[src/rtl/hazard_control_unit_pkg.sv]
// Shared definitions for the hazard controller: forward-select codes, GPR
// address width and the producer/consumer register match rule.
package hazard_control_unit_pkg;

  localparam int GPR_ADDRESS_WIDTH = 5;

  typedef enum logic [1:0] {
    FORWARD_REGISTER_FILE = 2'b00,
    FORWARD_MEMORY        = 2'b01,
    FORWARD_WRITEBACK     = 2'b10
  } forward_select_t;

  // Register 0 is hardwired to zero, so it can never be a real dependency.
  function automatic logic register_match(
    input logic [GPR_ADDRESS_WIDTH-1:0] source_address,
    input logic                         source_used,
    input logic                         producer_write,
    input logic [GPR_ADDRESS_WIDTH-1:0] producer_address
  );
    return source_used && producer_write &&
           (source_address != '0) && (source_address == producer_address);
  endfunction

endpackage

[src/rtl/hazard_control_unit_forwarding_select.sv]
// Operand forward select for one EX read port; the younger MEM-stage result
// wins over the WB-stage result.
module forwarding_select
  import hazard_control_unit_pkg::*;
(
  input  logic [GPR_ADDRESS_WIDTH-1:0] read_address,
  input  logic                         read_used,
  input  logic                         memory_register_write,
  input  logic [GPR_ADDRESS_WIDTH-1:0] memory_write_address,
  input  logic                         writeback_register_write,
  input  logic [GPR_ADDRESS_WIDTH-1:0] writeback_write_address,
  output logic [1:0]                   select
);

  forward_select_t select_code;

  always_comb begin
    select_code = FORWARD_REGISTER_FILE;
    if (register_match(read_address, read_used, memory_register_write, memory_write_address)) begin
      select_code = FORWARD_MEMORY;
    end else if (register_match(read_address, read_used, writeback_register_write,
                                writeback_write_address)) begin
      select_code = FORWARD_WRITEBACK;
    end
  end

  assign select = select_code;

endmodule

[src/rtl/hazard_control_unit.sv]
// Central hazard controller for the 5-stage pipeline: load-use stall, EX
// forwarding selects, registered redirect flush and memory-wait freeze.
module hazard_control_unit
  import hazard_control_unit_pkg::*;
#(
  parameter int READ_PORTS    = 2,
  parameter int FLUSH_DEPTH   = 3,
  parameter int MEM_TIMEOUT   = 64,
  parameter int COUNTER_WIDTH = 16
) (
  input  logic                                    system_clock,
  input  logic                                    reset,
  input  logic [GPR_ADDRESS_WIDTH*READ_PORTS-1:0] decode_read_address,
  input  logic [READ_PORTS-1:0]                   decode_read_used,
  input  logic [GPR_ADDRESS_WIDTH*READ_PORTS-1:0] execution_read_address,
  input  logic [READ_PORTS-1:0]                   execution_read_used,
  input  logic                                    execution_register_write,
  input  logic                                    execution_memory_read,
  input  logic [GPR_ADDRESS_WIDTH-1:0]            execution_write_address,
  input  logic                                    memory_register_write,
  input  logic [GPR_ADDRESS_WIDTH-1:0]            memory_write_address,
  input  logic                                    writeback_register_write,
  input  logic [GPR_ADDRESS_WIDTH-1:0]            writeback_write_address,
  input  logic                                    redirect,
  input  logic                                    memory_request,
  input  logic                                    memory_ready,
  output logic                                    stall_fetch_decode,
  output logic                                    bubble_execution,
  output logic                                    hold_all,
  output logic [FLUSH_DEPTH-1:0]                  flush,
  output logic [2*READ_PORTS-1:0]                 forward_select,
  output logic                                    memory_timeout,
  output logic [COUNTER_WIDTH-1:0]                stall_cycles,
  output logic [COUNTER_WIDTH-1:0]                flush_events
);

  localparam int WAIT_WIDTH = $clog2(MEM_TIMEOUT + 1);
  localparam logic [WAIT_WIDTH-1:0]    WAIT_LIMIT  = WAIT_WIDTH'(MEM_TIMEOUT);
  localparam logic [WAIT_WIDTH-1:0]    WAIT_LAST   = WAIT_WIDTH'(MEM_TIMEOUT - 1);
  localparam logic [COUNTER_WIDTH-1:0] COUNTER_MAX = '1;

  logic                  load_use;
  logic                  redirect_pending;
  logic                  redirect_request;
  logic [WAIT_WIDTH-1:0] wait_count;

  assign hold_all = memory_request & ~memory_ready;

  always_comb begin
    load_use = 1'b0;
    if (execution_memory_read) begin
      for (int i = 0; i < READ_PORTS; i++) begin
        if (register_match(decode_read_address[GPR_ADDRESS_WIDTH*i +: GPR_ADDRESS_WIDTH],
                           decode_read_used[i], execution_register_write,
                           execution_write_address)) begin
          load_use = 1'b1;
        end
      end
    end
  end

  // A flushed or frozen pipeline has nothing meaningful to stall.
  assign stall_fetch_decode = load_use & ~hold_all & ~(|flush);
  assign bubble_execution   = load_use & ~hold_all & ~(|flush);

  generate
    for (genvar port = 0; port < READ_PORTS; port++) begin : gen_forward
      forwarding_select u_forwarding_select (
        .read_address             (execution_read_address[GPR_ADDRESS_WIDTH*port +: GPR_ADDRESS_WIDTH]),
        .read_used                (execution_read_used[port]),
        .memory_register_write    (memory_register_write),
        .memory_write_address     (memory_write_address),
        .writeback_register_write (writeback_register_write),
        .writeback_write_address  (writeback_write_address),
        .select                   (forward_select[2*port +: 2])
      );
    end
  endgenerate

  assign redirect_request = redirect | redirect_pending;

  // A redirect seen while frozen is parked and replayed on the first free cycle.
  always_ff @(posedge system_clock) begin
    if (reset) begin
      flush            <= '0;
      redirect_pending <= 1'b0;
      wait_count       <= '0;
      memory_timeout   <= 1'b0;
      stall_cycles     <= '0;
      flush_events     <= '0;
    end else begin
      if (hold_all) begin
        flush <= '0;
        if (redirect) begin
          redirect_pending <= 1'b1;
        end
      end else begin
        flush            <= {FLUSH_DEPTH{redirect_request}};
        redirect_pending <= 1'b0;
        if (redirect_request && flush_events != COUNTER_MAX) begin
          flush_events <= flush_events + COUNTER_WIDTH'(1);
        end
      end

      if ((stall_fetch_decode || hold_all) && stall_cycles != COUNTER_MAX) begin
        stall_cycles <= stall_cycles + COUNTER_WIDTH'(1);
      end

      if (hold_all) begin
        if (wait_count != WAIT_LIMIT) begin
          wait_count <= wait_count + WAIT_WIDTH'(1);
        end
        if (wait_count >= WAIT_LAST) begin
          memory_timeout <= 1'b1;
        end
      end else begin
        wait_count <= '0;
      end
    end
  end

endmodule

[config.mk]
export PLATFORM = sky130hd
export DESIGN_NAME = hazard_control_unit
export DESIGN_NICKNAME = d
export VERILOG_FILES = /design/src/rtl/hazard_control_unit_pkg.sv /design/src/rtl/hazard_control_unit_forwarding_select.sv /design/src/rtl/hazard_control_unit.sv
export SDC_FILE = /design/constraint.sdc
export NUM_CORES = 1
export LEC_CHECK = 0
export BUFFER_PORTS_ARGS = -buffer_cell sky130_fd_sc_hd__buf_2
export CAP_MARGIN = 40
export CORE_ASPECT_RATIO = 0.8
export CORE_MARGIN = 2
export CORE_UTILIZATION = 45
export CTS_CLUSTER_DIAMETER = 60
export DETAILED_ROUTE_END_ITERATION = 10
export PLACE_DENSITY = 0.74
export SLEW_MARGIN = 20
export SYNTH_ARGS = -nofsm -noshare
export SYNTH_HDL_FRONTEND = slang
export SYNTH_SLANG_ARGS = --single-unit
export TNS_END_PERCENT = 20
[constraint.sdc]
create_clock -name system_clock -period 2.6 [get_ports system_clock]
set_clock_uncertainty 0.15 [all_clocks]
set_input_delay 0.13 -clock system_clock [delete_from_list [all_inputs] [get_ports system_clock]]
set_output_delay 0.13 -clock system_clock [all_outputs]
set_load 0.02 [all_outputs]
==> flow_metrics.env, run 1 <==
export IMPL_status="complete, no violations"
export IMPL_worstHoldStart="memory_ready"
export IMPL_drv_cap=0
export IMPL_fin_ws_ns=0.378
export IMPL_power_frac_comb=0.147
export IMPL_p_per_area_nw_per_um2=405
export IMPL_clk_pin_slew_ns=0.08
export IMPL_core_um2=5410
export IMPL_synth_edff_count=0
export IMPL_worstPathCellList="and3b_1, nand4_1, nor4_4, nor3_4, buf_4, or4_1, a21oi_1"
export IMPL_switching_power_w=0.000324
export IMPL_dpl_worst_slack_ns=0.380
export IMPL_area_delta_synth_final_pct=22.2
export IMPL_critPathCaptureType="flop"
export IMPL_post_route_min_period_ns=2.22
export IMPL_min_path_cells=5
export IMPL_hold_violations=0
export IMPL_io_pins=91
export IMPL_netlist_instances=294
export IMPL_clock_path_buffers=2
export IMPL_cp_slowest_stage_delay_ns=0.49
export IMPL_drtPass1Iterations=4
export IMPL_finalPower_w=0.00124
export IMPL_final_util=0.566
export IMPL_multiInputGateArea_um2=1550
export IMPL_tns_ns=0
export IMPL_finalSetupViolCount=0
export IMPL_seq_power_share=0.532
export IMPL_die_x_um=87.4
export IMPL_die_y_um=70.7
export IMPL_drt_wl_total_um=6050
export IMPL_rows=24
export IMPL_synth_area_um2=2500
export IMPL_cpMaxStageDelayCell="or4_1"
export IMPL_nFillCells=518
export IMPL_synth_seq_cells=42
export IMPL_diodes=0
export IMPL_worst_pin_slew_ns=0.647
export IMPL_switching_share=0.262
export IMPL_drt_iter0_markers=60
export IMPL_overflow=0
export IMPL_criticalPathCategory="reg -> reg"
export IMPL_num_vias=2354
export IMPL_grt_max_degree=37
export IMPL_rrSetupSlack_ns=0.38
export IMPL_initial_utilization=0.463
export IMPL_synthArstFlopShare=0
export IMPL_htree_levels=2
export IMPL_drc=0
export IMPL_avgRoutedWirePerCell_um=13.6
export IMPL_yosys_most_used_dff="dfxtp_1"
export IMPL_die_area_um2=6180
export IMPL_max_freq_mhz=450
export IMPL_syn_area_per_cell_um2=8.52
export IMPL_min_path_type="in -> reg"
export IMPL_cp_start_kind="flop"
export IMPL_drive_gt1_frac=0.289
export IMPL_clk_latency_ns=0.29
export IMPL_crit_fanout=16
export IMPL_place_congestion=0.866
export IMPL_vias_per_cell=5.28
export IMPL_timing_rr_start="flush[0]"
export IMPL_synth_fp_nets=346
export IMPL_cellInternalPower_w=0.000915
export IMPL_ant_nets=0
export IMPL_worstHoldEndpoint="memory_timeout"
export IMPL_relSlewSlack=0.569
export IMPL_yosysSeqAreaShare=0.336
export IMPL_antenna_found_initial=0
export IMPL_io_buffers=90
export IMPL_period_share=0.855
export IMPL_arrival_ns=2.30
export IMPL_layout_common_cells="90 x buf_2, 42 x dfxtp_1, 39 x nor2_1"
export IMPL_cts_sinks=42
export IMPL_ir_drop_mv=0.262
export IMPL_reg2regPathDepth=7
export IMPL_grt_pass1_vias=2220
export IMPL_reg2reg_to="stall_cycles[13]"
export IMPL_yosys_warnings=0
export IMPL_dp_hpwl_um=4730
export IMPL_cts_buffers=5
export IMPL_maxSlewViolCount=0
export IMPL_worstPathRequired_ns=2.67
export IMPL_ctsResizeCount=0
export IMPL_final_common_cell="buf_2"
export IMPL_post_cts_setup_buffers=0
export IMPL_ys_types=51
export IMPL_grt_pass1_wl_um=9980
export IMPL_power_clock_fraction=0.321
export IMPL_grt_setup_unrepaired="false"
export IMPL_regArea_um2=841
export IMPL_cts_root_buf="clkbuf_8"
export IMPL_p_leak_nw=1.26
export IMPL_nets=433
export IMPL_cts_tree="built"
export IMPL_track_usage=0.200
==> worst max-delay path by stage <==
| stage | start | to | slack, ns | cells after the start |
|---|---|---|---|---|
| global placement | flush[0] | stall_cycles[15] | 0.47 | 7 |
| floorplan | stall_cycles[0] | stall_cycles[8] | 0.47 | 7 |
| finish | flush[0] | stall_cycles[13] | 0.38 | 7 |
| detailed placement | flush[0] | stall_cycles[15] | 0.38 | 7 |
| CTS | flush[0] | stall_cycles[15] | 0.36 | 7 |
| global route | stall_cycles[0] | stall_cycles[8] | 0.16 | 7 |
==> logic make-up after synthesis <==
group	count (synthesis)	share of synthesized area
adder cells (fa/ha/maj)	4	0.0200
flip-flops	42	0.336
AO/OA/AOI/OAI	38	0.111
multiplexers	5	0.0250
buffers and inverters	22	0.0445
XOR/XNOR	49	0.171
AND/OR/NAND/NOR	134	0.292
==> critical path: cells and delay by family (launching register included) <==
family | cells | cell delay [ns]
flops | 1 | 0.33
simple gates | 5 | 1.33
compound gates | 1 | 0.15
buf+inv | 1 | 0.20
==> layout make-up <==
type / instances / share of cell area
Multi-Input combinational cell: 230 / 0.507
Sequential cell: 42 / 0.275
Timing Repair Buffer: 93 / 0.155
Tap cell: 65 / 0.0266
Clock buffer: 7 / 0.0249
Inverter: 9 / 0.0110
==> cells in the mapped netlist, types with 3 or more instances <==
master / number / share of area
xnor2_1: 26 / 0.091
inv_1: 9 / 0.013
ha_1: 4 / 0.020
nor2b_1: 5 / 0.012
xor2_1: 23 / 0.080
a21oi_1: 12 / 0.024
nand3_1: 18 / 0.036
o41ai_1: 3 / 0.010
nand2_1: 21 / 0.031
nor2_1: 39 / 0.058
o31ai_1: 5 / 0.015
dfxtp_1: 42 / 0.34
buf_4: 3 / 0.0090
nor3_1: 5 / 0.010
and3_1: 3 / 0.0075
nor4_1: 10 / 0.025
nand4_1: 8 / 0.020
or4_1: 7 / 0.021
o21ai_0: 4 / 0.0080
clkbuf_1: 6 / 0.0090
or3_1: 3 / 0.0075
and4_1: 3 / 0.010
==> timing repair <==
item / CTS / global route
endpoints found under the setup margin: 0 / 0
hold buffers: 1 / 0
endpoints found under the hold margin: 1 / 0
==> per-layer routing <==
metal / track usage / part of all wire
met5: 0 / 0
met4: 0.0530 / 0.0066
met3: 0.0537 / 0.049
met2: 0.316 / 0.47
met1: 0.270 / 0.47
==> metrics by stage <==
step | std cells | hold WS (ns) | instance area [um^2]
floorplan | 294 | 0.116 | 2500
detailed placement | 438 | 0.229 | 2970
CTS | 446 | 0.178 | 3060
global route | 446 | 0.218 | 3060
finish | 446 | 0.178 | 3060
global placement | 438 | 0.214 | 2970
==> sequential cells by signal (all words and copies together), names as in the netlist <==
| signal | count |
|---|---|
| flush | 1 |
| flush_events | 16 |
| memory_timeout | 1 |
| redirect_pending | 1 |
| stall_cycles | 16 |
| wait_count | 7 |
==> power groups by stage <==
| stage | Clock, W | Combinational (W) | Sequential (W) |
|---|---|---|---|
| after global routing | 0.000432 | 0.000200 | 0.000661 |
| after CTS | 0.000409 | 0.000183 | 0.000659 |
| final | 0.000398 | 0.000182 | 0.000659 |
| after global placement | 0 | 0.000177 | 0.000673 |
| after detailed placement | 0 | 0.000182 | 0.000674 |
| after floorplan | 0 | 0.000101 | 0.000680 |
Note: power is estimated with default switching activity, not from simulation.
==> inputs of run 2 (changes only) <==
==> constraint.sdc (replaced) <==
create_clock -name system_clock -period 2.6 [get_ports system_clock]
set_clock_uncertainty 0.15 [all_clocks]
set_input_delay 0.52 -clock system_clock [delete_from_list [all_inputs] [get_ports system_clock]]
set_output_delay 0.52 -clock system_clock [all_outputs]
set_load 0.02 [all_outputs]
==> flow_metrics.env, run 2 (synthesis results as in run 1) <==
export IMPL_cts_buffers=5
export IMPL_die_x_um=87.4
export IMPL_cp_start_kind="input port"
export IMPL_tns_ns=0
export IMPL_drc=0
export IMPL_ant_nets=0
export IMPL_maxSlewViolCount=0
export IMPL_hold_violations=0
export IMPL_antenna_found_initial=0
export IMPL_drive_gt1_frac=0.304
export IMPL_critPathCaptureType="output pin"
export IMPL_postCtsHoldBufs=0
export IMPL_dpl_worst_slack_ns=0.0646
export IMPL_layout_common_cells="90 x buf_2, 42 x dfxtp_1, 39 x nor2_1"
export IMPL_grt_setup_unrepaired="false"
export IMPL_cts_tree="built"
export IMPL_criticalPathCategory="in -> out"
export IMPL_initial_utilization=0.463
export IMPL_arrival_ns=1.78
export IMPL_track_usage=0.188
export IMPL_clock_path_buffers=2
export IMPL_avgRoutedWirePerCell_um=12.6
export IMPL_drv_cap=0
export IMPL_nets=436
export IMPL_grt_pass1_wl_um=9540
export IMPL_fin_area_um2=3150
export IMPL_grt_pass1_vias=2176
export IMPL_cts_root_buf="clkbuf_8"
export IMPL_place_congestion=0.830
export IMPL_crit_fanout=3
export IMPL_die_area_um2=6180
export IMPL_nFillCells=486
export IMPL_clk_pin_slew_ns=0.08
export IMPL_ir_drop_mv=0.328
export IMPL_post_cts_setup_buffers=0
export IMPL_drtPass1Iterations=4
export IMPL_p_leak_nw=1.31
export IMPL_status="complete, no violations"
export IMPL_worstPathRequired_ns=1.93
export IMPL_grt_max_degree=23
export IMPL_dp_hpwl_um=4460
export IMPL_die_y_um=70.7
export IMPL_clk_latency_ns=0.29
export IMPL_fin_ws_ns=0.148
export IMPL_max_freq_mhz=408
export IMPL_period_share=0.943
export IMPL_drt_iter0_markers=99
export IMPL_overflow=0
export IMPL_num_vias=2331
export IMPL_diodes=0
export IMPL_io_pins=91
export IMPL_area_delta_synth_final_pct=25.6
export IMPL_core_um2=5410
export IMPL_rows=24
export IMPL_final_common_cell="buf_2"
export IMPL_post_route_min_period_ns=2.45
export IMPL_vias_per_cell=5.18
export IMPL_dpl_instance_area_um2=3000
export IMPL_reg_largest_list="flush_events: 16 flops, stall_cycles: 16 flops, wait_count: 7 flops"
export IMPL_relSlewSlack=0.651
export IMPL_min_path_type="in -> reg"
export IMPL_io_buffers=90
export IMPL_finalSetupViolCount=0
export IMPL_worst_pin_slew_ns=0.517
export IMPL_p_per_area_nw_per_um2=467
export IMPL_cts_sinks=42
export IMPL_htree_levels=2
export IMPL_drt_wl_total_um=5670
[run 2: cell count changes in the layout (fill, tap and decap cells not counted)]
| cell | change |
|---|---|
| clkbuf_1 | -2 |
| bufinv_16 | +2 |
| o21ai_0 | -1 |
| clkbuf_8 | +1 |
| o21ai_1 | +1 |
| buf_4 | +4 |
| dlygate4sd3_1 | -1 |
[run 2: final timing paths]
kind	startpoint	endpoint	slack (ns)	cells past startpoint
max	execution_read_address[1]	forward_select[1]	0.15	6
min	redirect	redirect_pending	0.32	3
max reg2reg	stall_cycles[1]	stall_cycles[8]	0.34	7
min reg2reg	memory_timeout	memory_timeout	0.33	2
[run 2: cell type report]
| type | count | area, um^2 | area share |
|---|---|---|---|
| multi-input cells | 230 | 1550 | 0.493 |
| well taps | 65 | 81.3 | 0.0259 |
| flip-flops and latches | 42 | 841 | 0.267 |
| repair buffers | 96 | 495 | 0.158 |
| inverters | 9 | 33.8 | 0.0107 |
| clock inverters | 2 | 60.1 | 0.0191 |
| clock buffers | 6 | 82.6 | 0.0263 |
[run 2: stage by stage]
stage | cells | utilization | hold WS, ns | total power [W]
floorplan | 294 | - | 0.285 | 0.000781
global placement | 442 | 0.556 | 0.305 | 0.000850
detailed placement | 442 | 0.556 | 0.309 | 0.000855
CTS | 450 | 0.582 | 0.305 | 0.00149
global route | 450 | 0.582 | 0.331 | 0.00154
finish | 450 | 0.582 | 0.316 | 0.00147
[run 2: metal layers]
layer	global-route usage	routed length [um]	part of all wire	up-vias
met1	0.245	2770	0.49	1063
met4	0.0581	44	0.0078	0
li1	-	-	-	1221
met3	0.0432	236	0.042	5
met5	0	0	0	-
met2	0.309	2620	0.46	42
[run 2: worst max-delay path: stages]
cell	delay (ns)
buf_2	0.12
or4_1	0.51
o21ai_1	0.17
nor3_1	0.10
nor3_1	0.17
buf_2	0.19
[run 2: report_power, final]
group	leakage [nW]	internal (W)	total (W)	switching [W]
clock	0.0714	0.000409	0.000629	0.000219
sequential	0.339	0.000650	0.000659	0.00000911
combinational	0.903	0.0000810	0.000180	0.0000992
[run 2: timing repair]
action / 4_1_cts / 5_1_grt
endpoints found under the setup margin: 0 / 1
endpoints found under the hold margin: 0 / 0
gates resized for setup: 0 / 1
